<file path="src/rtl/pipe_ctrl_pkg.sv">
// Shared constants and types for the pipeline stall/flush sequencer.
package pipe_ctrl_pkg;

  localparam logic [31:0] EXC_HANDLER_PC = 32'h0000_4180;
  localparam int unsigned MULT_CYCLES_DEF = 5;
  localparam int unsigned DIV_CYCLES_DEF  = 10;

  typedef enum logic {
    S_RUN      = 1'b0,
    S_EXC_PEND = 1'b1
  } state_t;

endpackage

</file>
<file path="src/rtl/md_busy_ctr.sv">
// Mult/div busy counter. Loads the op latency on an accepted start, otherwise
// counts down to zero. md_err is set on a start seen while busy.
// Ports: clk/res, start (accepted start), is_div (latency select),
//        err_set (start while busy), md_busy, md_err (sticky).
module md_busy_ctr
  import pipe_ctrl_pkg::*;
#(
  parameter int unsigned MULT_CYCLES = MULT_CYCLES_DEF,
  parameter int unsigned DIV_CYCLES  = DIV_CYCLES_DEF,
  parameter int unsigned CNT_W       = 4
) (
  input  logic clk,
  input  logic res,
  input  logic start,
  input  logic is_div,
  input  logic err_set,
  output logic md_busy,
  output logic md_err
);

  localparam logic [CNT_W-1:0] MULT_LOAD = CNT_W'(MULT_CYCLES);
  localparam logic [CNT_W-1:0] DIV_LOAD  = CNT_W'(DIV_CYCLES);

  logic [CNT_W-1:0] cnt_q;

  assign md_busy = (cnt_q != '0);

  // Older ops always run to completion: decrement is never gated by stalls.
  always_ff @(posedge clk or posedge res) begin
    if (res) begin
      cnt_q  <= '0;
      md_err <= 1'b0;
    end else begin
      if (start) begin
        cnt_q <= is_div ? DIV_LOAD : MULT_LOAD;
      end else if (md_busy) begin
        cnt_q <= cnt_q - CNT_W'(1);
      end
      if (err_set) begin
        md_err <= 1'b1;
      end
    end
  end

endmodule

</file>
<file path="src/rtl/pipe_ctrl.sv">
// Stall/flush sequencer for the five-stage pipeline: register enables,
// bubble inserts, exception/eret redirects held across bus stalls, and the
// mult/div busy guard for HI/LO.
// Ports: clk/res; hazard inputs D_stall_data, D_md_use; mult/div start
//        E_md_start/E_md_is_div; redirect events M_exc_req/M_eret; ext_stall;
//        outputs *_WE, *_flush, pc_redirect, pc_sel_epc, md_busy, md_err.
module pipe_ctrl
  import pipe_ctrl_pkg::*;
#(
  parameter int unsigned MULT_CYCLES = MULT_CYCLES_DEF,
  parameter int unsigned DIV_CYCLES  = DIV_CYCLES_DEF,
  parameter int unsigned CNT_W       = 4
) (
  input  logic clk,
  input  logic res,
  input  logic D_stall_data,
  input  logic D_md_use,
  input  logic E_md_start,
  input  logic E_md_is_div,
  input  logic M_exc_req,
  input  logic M_eret,
  input  logic ext_stall,
  output logic PC_WE,
  output logic D_WE,
  output logic E_WE,
  output logic M_WE,
  output logic W_WE,
  output logic D_flush,
  output logic E_flush,
  output logic M_flush,
  output logic W_flush,
  output logic pc_redirect,
  output logic pc_sel_epc,
  output logic md_busy,
  output logic md_err
);

  state_t state_q, state_d;
  logic   pend_eret_q, pend_eret_d;
  logic   redirect_evt;
  logic   hazard_stall;
  logic   md_start_acc;
  logic   md_err_set;

  assign redirect_evt = M_exc_req | M_eret;
  assign hazard_stall = D_stall_data | (D_md_use & (md_busy | E_md_start));

  // A start in the redirect cycle belongs to a flushed (younger) instruction.
  assign md_start_acc = E_md_start & ~md_busy & ~pc_redirect & ~ext_stall &
                        (state_q == S_RUN);
  assign md_err_set   = E_md_start & md_busy & ~pc_redirect;

  // State register
  always_ff @(posedge clk or posedge res) begin
    if (res) begin
      state_q     <= S_RUN;
      pend_eret_q <= 1'b0;
    end else begin
      state_q     <= state_d;
      pend_eret_q <= pend_eret_d;
    end
  end

  // Next state: park a redirect that arrives under a bus stall
  always_comb begin
    state_d     = state_q;
    pend_eret_d = pend_eret_q;
    case (state_q)
      S_RUN: begin
        if (redirect_evt && ext_stall) begin
          state_d     = S_EXC_PEND;
          pend_eret_d = M_eret & ~M_exc_req;
        end
      end
      S_EXC_PEND: begin
        if (!ext_stall) begin
          state_d = S_RUN;
        end
      end
      default: state_d = S_RUN;
    endcase
  end

  // Enable/flush decode; reset forces the free-running pattern
  always_comb begin
    PC_WE       = 1'b1;
    D_WE        = 1'b1;
    E_WE        = 1'b1;
    M_WE        = 1'b1;
    W_WE        = 1'b1;
    D_flush     = 1'b0;
    E_flush     = 1'b0;
    M_flush     = 1'b0;
    W_flush     = 1'b0;
    pc_redirect = 1'b0;
    pc_sel_epc  = 1'b0;
    if (!res) begin
      if ((state_q == S_EXC_PEND) || redirect_evt || ext_stall) begin
        if (ext_stall) begin
          {PC_WE, D_WE, E_WE, M_WE, W_WE} = 5'b00000;
        end else begin
          // Redirect: M never commits, every stage gets a bubble.
          {D_flush, E_flush, M_flush, W_flush} = 4'b1111;
          pc_redirect = 1'b1;
          pc_sel_epc  = (state_q == S_EXC_PEND) ? pend_eret_q
                                                : (M_eret & ~M_exc_req);
        end
      end else if (hazard_stall) begin
        PC_WE   = 1'b0;
        D_WE    = 1'b0;
        E_flush = 1'b1;
      end
    end
  end

  md_busy_ctr #(
    .MULT_CYCLES(MULT_CYCLES),
    .DIV_CYCLES (DIV_CYCLES),
    .CNT_W      (CNT_W)
  ) u_md_busy_ctr (
    .clk    (clk),
    .res    (res),
    .start  (md_start_acc),
    .is_div (E_md_is_div),
    .err_set(md_err_set),
    .md_busy(md_busy),
    .md_err (md_err)
  );

endmodule

</file>
<file path="config.mk">
export PLATFORM = sky130hd
export DESIGN_NAME = pipe_ctrl
export DESIGN_NICKNAME = d
export VERILOG_FILES = /design/src/rtl/pipe_ctrl_pkg.sv /design/src/rtl/md_busy_ctr.sv /design/src/rtl/pipe_ctrl.sv
export SDC_FILE = /design/constraint.sdc
export NUM_CORES = 1
export LEC_CHECK = 0
export ABC_AREA = 1
export CORE_AREA = 2 2 39 41
export CTS_CLUSTER_DIAMETER = 200
export DETAILED_ROUTE_END_ITERATION = 6
export DIE_AREA = 0 0 41 43
export HOLD_SLACK_MARGIN = 0.03
export PLACE_DENSITY_LB_ADDON = 0.12
export REMOVE_ABC_BUFFERS = 1
export SETUP_SLACK_MARGIN = 0.2
export SYNTH_ARGS = -nofsm -noshare
export SYNTH_HDL_FRONTEND = slang
export SYNTH_SLANG_ARGS = --single-unit
</file>
<file path="constraint.sdc">
create_clock -name clk -period 2.2 [get_ports clk]
set_input_delay 0.44 -clock clk [delete_from_list [all_inputs] [get_ports clk]]
set_output_delay 0.44 -clock clk [all_outputs]
set_load 0.05 [all_outputs]
</file>
==> results of run 1 <==
-- routing by layer --
layer  track usage (%)  part of all wire, %  up-vias
li1                  -                    -      293
met5                 0                    0        -
met2              28.7                   51       14
met3              4.71                  4.4        0
met4              6.00                    0        0
met1              22.1                   45      263
-- flip-flops by register name, summed over array words and instances (netlist names) --
signal / count
state_q: 1
u_md_busy_ctr.cnt_q: 4
u_md_busy_ctr.md_err: 1
pend_eret_q: 1
-- per-stage QoR --
step                TNS [ns]  area, um^2  std cells  power [uW]
floorplan              -1.26         536         69         530
global placement           0         938        113         659
detailed placement         0         938        113         668
CTS                        0        1050        123         899
global route               0        1070        125        1000
finish                     0        1070        125         932
-- cell usage in the layout, fill, tap and decap left out, drive strengths merged, types with 3 or more instances in the layout --
cell type       n
nand3           5
a21oi           4
dfrtp           7
nor2            6
buf            26
clkbuf          3
inv            16
clkdlybuf4s50   6
dlygate4sd2     3
nand2          21
-- power breakdown --
| part | internal [uW] | total, uW | leakage [uW] | switching (uW) |
|---|---|---|---|---|
| logic | 283 | 592 | 0.000459 | 308 |
| clock network | 66.5 | 117 | 0.0000177 | 50.6 |
| registers | 174 | 223 | 0.0000805 | 48.4 |
-- worst min-delay path by stage --
stage	slack, ns	cells after the start	endpoint
2_1_floorplan	0.27	1	pend_eret_q$_DFFE_PP0P_
3_3_place_gp	0.46	1	u_md_busy_ctr.md_err$_DFFE_PP0P_
3_5_place_dp	0.47	1	u_md_busy_ctr.md_err$_DFFE_PP0P_
4_1_cts	0.43	2	u_md_busy_ctr.cnt_q[0]$_DFFE_PP0P_
5_1_grt	0.45	2	u_md_busy_ctr.cnt_q[0]$_DFFE_PP0P_
6_report	0.45	2	u_md_busy_ctr.cnt_q[0]$_DFFE_PP0P_
-- final cells by class --
| cell class | count | area share [%] |
|---|---|---|
| well taps | 16 | 1.87 |
| clock inverters | 1 | 0.468 |
| inverters | 16 | 5.62 |
| clock buffers | 3 | 2.11 |
| multi-input cells | 46 | 31.3 |
| flip-flops and latches | 7 | 16.4 |
| repair buffers | 36 | 42.3 |
-- Yosys cell counts --
master and number:
nand2_1 18, inv_1 13, dfrtp_1 7, buf_4 6, nor2_1 4, inv_2 3
nand3_1 3, a21oi_1 2, a21oi_2 2, ha_1 2, nand2_4 2, nand3_4 2
nor3_1 2, xor2_1 2, a31o_2 1, nand2_2 1, nor2_4 1, nor2_8 1
o211ai_1 1, o21ai_0 1, o22ai_1 1
-- cells by family (layout without fill, tap and decap cells) --
family | after synthesis | after routing | share of synthesized area (%)
simple gates | 34 | 34 | 34.9
compound gates | 8 | 8 | 9.48
flops | 7 | 7 | 30.2
xor+xnor | 2 | 2 | 3.02
buf+inv | 22 | 56 | 18.1
fa+ha+maj | 2 | 2 | 4.31
-- timing repair --
action | CTS | global route
gates resized for setup | 14 | 3
pin swaps | 4 | 0
setup endpoints to repair | 8 | 10
buffers inserted | 6 | 2
gates cloned | 0 | 0
==> results.json, run 1 <==
{
  "path_cells": "inv_2 -> ha_4 -> nand2_8 -> o21ai_2 -> nand2_1 -> o211ai_1 -> bufbuf_16",
  "syn-cell-area_um2": 581,
  "diodes": 0,
  "drive_gt1_share_pct": 49.5,
  "ys_seq_area_share_pct": 30.2,
  "clockRootBuffer": "clkbuf_4",
  "place.gp.congestion": 0.808,
  "first_iter_violations": 14,
  "crit_fanout": 2,
  "cpPeakStageDelay_ns": 0.40,
  "h-tree-depth": 1,
  "numPortBuffers": 21,
  "layout_min_cycle_time_ns": 2.02,
  "seq_area_um2": 175,
  "worstRegToRegCells": 8,
  "dieArea_um2": 1760,
  "avgRoutedWirePerCell_um": 11.0,
  "crit_type": "reg -> out",
  "initial_core_util_pct": 42.0,
  "postSynthAreaPerCell_um2": 7.74,
  "cts_sinks": 7,
  "pre_cts_ws_ns": 0.0356,
  "setup_ws_ns": 0.179,
  "die_height_um": 43,
  "required_ns": 1.76,
  "wirelength_um": 1380,
  "ioPinCount": 22,
  "ys_types": 21,
  "rr_startpoint": "u_md_busy_ctr.cnt_q[1]$_DFFE_PP0P_",
  "dp_hpwl_um": 1020,
  "grt_antenna_before_repair": 0,
  "cp-start-kind": "register",
  "slowest_stage": "dfrtp_1",
  "grt_start_max_net_pins": 8,
  "crit_family": "buffers and inverters",
  "fin_util_pct": 77.2,
  "worstHoldPathType": "in -> async",
  "finalSetupViolations": 0,
  "track_usage_pct": 17.9,
  "p_leak_uw": 0.000557,
  "syn2layout_area_growth_pct": 84.1,
  "clock_latency_ns": 0.25,
  "grt_pass1_vias": 520,
  "p_per_area_nw_per_um2": 872,
  "postCtsHoldBufs": 0,
  "cts_made_buffers": 3,
  "end_kind": "output port",
  "num_vias": 570,
  "viasPerCell": 4.56,
  "fin_skew_ns": 0.00700,
  "coreArea_um2": 1380,
  "maxCapViolations": 0,
  "path_clk_slew_ns": 0.06,
  "critPathBufInv": 2,
  "crit_cells": 7,
  "drc": 0,
  "critical_path.startpoint": "u_md_busy_ctr.cnt_q[1]$_DFFE_PP0P_",
  "final_hold_viol_count": 0,
  "rows": 14,
  "ys_ff_latch": 7,
  "peakVddDrop_mv": 0.708,
  "status": "finished, final reports clean",
  "cts_tree": "done",
  "fillerInstances": 96,
  "worstMarginPinSlew_ns": 0.491,
  "period_share_pct": 91.9,
  "grt_overflow": 0,
  "ant_nets": 0,
  "clock.fmax_mhz": 495,
  "cts_buffer_depth": 2,
  "netlist_top_cells_area": "dfrtp_1, nand2_1, inv_1",
  "grt_first_pass_wirelength_um": 2150,
  "reg2reg_slack_ns": 0.86,
  "crit_end": "D_WE",
  "maxSlewViolCount": 0,
  "ys_warn_count": 0,
  "max_slew_margin_pct": 67.1,
  "dieWidth_um": 41,
  "rsz0062_at_grt": "true",
  "syn_inst": 75,
  "crit-reg2reg-capture": "u_md_busy_ctr.cnt_q[1]$_DFFE_PP0P_",
  "arrival_ns": 1.58,
  "multi_input_area_um2": 334,
  "first_pass_iters": 4,
  "whs_ns": 0.449,
  "synth.largest_area_cell": "dfrtp_1",
  "fin_nets": 121,
  "yosysTopAreaCellShare_pct": 30.2
}
No activity file was read; power rests on OpenSTA's default activity.
==> run 2: changes to the inputs <==
Settings changed: PLACE_DENSITY set to 0.79, PLACE_DENSITY_LB_ADDON 0.12 to not set.
==> run 2 against run 1 <==
Worst setup slack got worse by 0.043 ns; first-iteration DRC count up 7.1%; utilization shrank 0.27 points; combinational power shrank 3%; sequential share of layout area grew 0.058 points; clock skew is 0.0037 ns lower.
==> results.json, run 2 (same netlist as run 1, synthesis figures left out) <==
{
  "status": "finished, final reports clean",
  "period_share_pct": 93.8,
  "seq_area_um2": 175,
  "ant_nets": 0,
  "num_vias": 577,
  "syn2layout_area_growth_pct": 83.4,
  "first_iter_violations": 15,
  "final_common_cell": "buf_4",
  "grt_start_max_net_pins": 8,
  "cts_buffer_depth": 2,
  "hold_depth": 1,
  "finalSetupViolations": 0,
  "end_kind": "output port",
  "cts_made_buffers": 3,
  "fin_util_pct": 76.9,
  "initial_core_util_pct": 42.0,
  "rr_startpoint": "u_md_busy_ctr.cnt_q[0]$_DFFE_PP0P_",
  "cpPeakStageDelay_ns": 0.41,
  "dp_hpwl_um": 1100,
  "clock_latency_ns": 0.24,
  "layout_min_cycle_time_ns": 2.06,
  "postCtsHoldBufs": 0,
  "fillerInstances": 90,
  "required_ns": 1.76,
  "worstMarginPinSlew_ns": 0.509,
  "avgRoutedWirePerCell_um": 12.4,
  "maxSlewViolCount": 0,
  "clock.fmax_mhz": 484,
  "peakVddDrop_mv": 0.699,
  "fin_skew_ns": 0.00325,
  "grt_pass1_vias": 573,
  "max_slew_margin_pct": 66.0,
  "numPortBuffers": 21,
  "rows": 14,
  "largest_reg_flops": 4,
  "grt_first_pass_wirelength_um": 2410,
  "p_leak_uw": 0.000549,
  "path_clk_slew_ns": 0.05,
  "slowest_stage": "dfrtp_1",
  "critical_path.startpoint": "u_md_busy_ctr.cnt_q[0]$_DFFE_PP0P_",
  "cts_sinks": 7,
  "worstRegToRegCells": 9,
  "p_per_area_nw_per_um2": 855,
  "diodes": 0,
  "wirelength_um": 1560,
  "crit_fanout": 3,
  "coreArea_um2": 1380,
  "cp-start-kind": "register",
  "drc": 0,
  "crit_type": "reg -> out",
  "die_height_um": 43,
  "crit_family": "flip-flops",
  "cts_tree": "done",
  "critPathBufInv": 3,
  "mostFrequentLayoutCells": "buf_4, nand2_1, buf_12, inv_1",
  "fin_nets": 122,
  "grt_antenna_before_repair": 0,
  "place.gp.congestion": 0.782,
  "worstHoldStart": "u_md_busy_ctr.md_err$_DFFE_PP0P_",
  "first_pass_iters": 4,
  "dieWidth_um": 41,
  "viasPerCell": 4.58,
  "ioPinCount": 22,
  "regMostFlops": "u_md_busy_ctr.cnt_q",
  "arrival_ns": 1.62,
  "path_cells": "inv_2 -> ha_4 -> nand2_8 -> o21ai_2 -> nand2_2 -> o211ai_1 -> buf_4 -> buf_12",
  "maxCapViolations": 0,
  "tns_ns": 0,
  "final_hold_viol_count": 0,
  "grt_overflow": 0,
  "dieArea_um2": 1760,
  "rsz0062_at_grt": "true",
  "multi_input_area_um2": 344,
  "h-tree-depth": 1,
  "clockRootBuffer": "clkbuf_4",
  "worstHoldPathType": "reg -> reg",
  "drive_gt1_share_pct": 50.9,
  "track_usage_pct": 20.2,
  "crit_cells": 8
}
## run 2: cell types whose count changed in the layout (fill, tap and decap cells not counted)
cell and change:
nand2_2 +2, buf_4 +2, inv_1 +1, nor3_2 +1
nand2_1 -2, clkbuf_16 +1, bufbuf_16 -1, clkbuf_1 +1
clkinv_2 -1, inv_2 -1, buf_12 -1, nor3_1 -1
## run 2: layout make-up
class	count	share of cell area, %
clock buffers	4	2.47
inverters	16	5.64
multi-input cells	46	32.3
flip-flops and latches	7	16.5
well taps	16	1.88
repair buffers	37	41.2
## run 2: metal layers
metal  wire length, um  track usage (%)
met4                 0             10.7
met2               838             30.9
met5                 0                0
met3                34             3.66
met1               683             25.7
## run 2: power breakdown
group          internal, uW  total (uW)  switching, uW  leakage [uW]
sequential              175         224           49.3     0.0000805
clock                  68.9         112           42.8     0.0000150
combinational           262         575            313      0.000453
total                   505         911            405      0.000549
## run 2: what timing repair did
action	4_1_cts	5_1_grt
endpoints found under the setup margin	8	7
pin swaps	6	3
buffers inserted	6	2
hold endpoints to repair	0	0
resized for setup	17	3
## run 2: worst paths after layout
path                                                      end  slack, ns
hold reg to reg              u_md_busy_ctr.md_err$_DFFE_PP0P_       0.47
setup reg to reg           u_md_busy_ctr.cnt_q[1]$_DFFE_PP0P_       0.71
max in group asynchronous             pend_eret_q$_DFFE_PP0P_       1.45
hold / removal               u_md_busy_ctr.md_err$_DFFE_PP0P_       0.47
min in group asynchronous  u_md_busy_ctr.cnt_q[1]$_DFFE_PP0P_       0.63
setup / recovery                                         D_WE       0.14
## run 2: worst register-to-register path, stage by stage (launching register included)
cell and delay, ns:
dfrtp_1 0.41, inv_2 0.10, ha_4 0.17, nand2_8 0.05, buf_4 0.12, buf_4 0.16
nor2_8 0.13, nand3_4 0.09, nand2_1 0.10, nand2_1 0.06
## run 2: per-stage QoR
step           instance area, um^2  total power [uW]  worst slack [ns]  hold slack, ns  std cells
2_1_floorplan                  536               530            -0.392           0.268         69
3_3_place_gp                   933               653            0.0459           0.456        114
3_5_place_dp                   933               674           0.00197           0.462        114
4_1_cts                       1050               887             0.160           0.473        124
5_1_grt                       1060               970            0.0569           0.501        126
6_report                      1060               911             0.136           0.468        126
==> run 3: changes to the inputs <==
Settings changed: CTS_CLUSTER_DIAMETER 200 to 120, DONT_BUFFER_PORTS set to 1, PLACE_DENSITY 0.79 to not set.
==> run 3 against run 2 <==
First-iteration DRC count is 20% higher; critical path depth is 1 lower; die area stayed put; utilization is 27 points lower; sequential share of layout area is 9.0 points higher; flip-flop and latch count stayed put; clock power is 4% higher; maximum frequency is 5.3% higher; sequential power hardly changed; largest power group unchanged.
==> results.json, run 3 (same netlist as run 1, synthesis figures left out) <==
{
  "first_iter_violations": 18,
  "dieArea_um2": 1760,
  "grt_start_max_net_pins": 11,
  "grt_antenna_before_repair": 0,
  "rows": 14,
  "h-tree-depth": 1,
  "peakVddDrop_mv": 0.490,
  "power.total_uw": 784,
  "clock_latency_ns": 0.25,
  "wirelength_um": 1130,
  "crit_fanout": 2,
  "dp_hpwl_um": 871,
  "p_per_area_nw_per_um2": 1140,
  "cts_sinks": 7,
  "required_ns": 1.76,
  "cpPeakStageDelay_ns": 0.39,
  "grt_pass1_vias": 401,
  "period_share_pct": 89.1,
  "worstRegToRegCells": 8,
  "dieWidth_um": 41,
  "critical_path.startpoint": "u_md_busy_ctr.cnt_q[0]$_DFFE_PP0P_",
  "grt_first_pass_wirelength_um": 1780,
  "max_slew_margin_pct": 67.5,
  "track_usage_pct": 14.8,
  "ioPinCount": 22,
  "avgRoutedWirePerCell_um": 11.5,
  "diodes": 0,
  "worstHoldPathType": "in -> async",
  "layout_min_cycle_time_ns": 1.96,
  "drive_gt1_share_pct": 37.8,
  "ant_nets": 0,
  "largest_reg_flops": 4,
  "cts_tree": "done",
  "finalSetupViolations": 0,
  "grt_overflow": 0,
  "die_height_um": 43,
  "status": "finished, final reports clean",
  "clock.fmax_mhz": 510,
  "place_area_um2": 624,
  "tns_ns": 0,
  "path_clk_slew_ns": 0.06,
  "pre_cts_ws_ns": 0.374,
  "worstMarginPinSlew_ns": 0.488,
  "place.gp.congestion": 0.811,
  "design_area_um2": 687,
  "numPortBuffers": 0,
  "p_leak_uw": 0.000379,
  "initial_core_util_pct": 42.0,
  "critPathBufInv": 2,
  "maxCapViolations": 0,
  "drc": 0,
  "maxSlewViolCount": 0,
  "coreArea_um2": 1380,
  "path_cells": "inv_2 -> ha_4 -> nand2_4 -> o21ai_2 -> nand2_1 -> o211ai_1 -> buf_4",
  "crit_type": "reg -> out",
  "crit_family": "flip-flops",
  "setup_ws_ns": 0.239,
  "fin_util_pct": 49.6,
  "fillerInstances": 137,
  "mostFrequentLayoutCells": "nand2_1, inv_1, dfrtp_1, buf_4, inv_2",
  "fin_skew_ns": 0.00470,
  "cts_buffer_depth": 2,
  "crit-reg2reg-capture": "u_md_busy_ctr.cnt_q[2]$_DFFE_PP0P_",
  "reg2reg_slack_ns": 0.82,
  "viasPerCell": 4.96,
  "cp-start-kind": "register",
  "cts_made_buffers": 3,
  "syn2layout_area_growth_pct": 18.3,
  "arrival_ns": 1.52,
  "final_common_cell": "nand2_1",
  "rsz0062_at_grt": "true",
  "fin_nets": 94,
  "regMostFlops": "u_md_busy_ctr.cnt_q",
  "final_hold_viol_count": 0,
  "num_vias": 486,
  "clockRootBuffer": "clkbuf_4",
  "slowest_stage": "dfrtp_1",
  "end_kind": "output port",
  "first_pass_iters": 4,
  "rr_startpoint": "u_md_busy_ctr.cnt_q[0]$_DFFE_PP0P_"
}
==> run 3: changes by cell type in the layout (fill, tap and decap cells not counted), sizes merged <==
cell	delta
clkdlybuf4s50	-6
clkbuf	-1
buf	-18
dlygate4sd2	-3
==> run 3: metrics by stage <==
step / std cells / hold WS, ns
2_1_floorplan: 69 / 0.268
3_3_place_gp: 92 / 0.311
3_5_place_dp: 92 / 0.311
4_1_cts: 98 / 0.0426
5_1_grt: 98 / 0.0530
6_report: 98 / 0.0370
==> run 3: worst max-delay path by stage <==
stage,end,slack (ns),cells after the start
floorplan,D_WE,-0.39,4
CTS,D_WE,0.22,7
finish,D_WE,0.24,7
global placement,D_WE,0.44,7
global route,D_WE,0.17,7
detailed placement,D_WE,0.37,7
==> run 3: report_power, final <==
part,total [uW],internal [uW],switching [uW]
Sequential,221,174,46.8
Combinational,445,177,268
Clock,117,69.3,47.9
Total,784,421,363
==> run 3: cell type report <==
type / count / area (um^2) / area share (%)
clock buffers: 4 / 26.3 / 3.83
inverters: 16 / 60.1 / 8.74
multi-input cells: 46 / 322 / 46.8
flip-flops and latches: 7 / 175 / 25.5
well taps: 16 / 20.0 / 2.91
repair buffers: 9 / 83.8 / 12.2
==> run 3: timing repair <==
action	CTS	global route
endpoints found under the setup margin	2	2
pin swaps	1	1
gates resized for setup	5	2
buffers inserted	2	0
hold endpoints to repair	0	0
hold buffers	0	0
==> run 3: layer usage <==
metal / share of wire [%] / track usage, % / vias to the layer above
met4: 0 / 2.00 / 0
li1: - / - / 241
met1: 43 / 21.8 / 226
met5: 0 / 0 / -
met3: 9.8 / 6.81 / 0
met2: 47 / 20.0 / 19
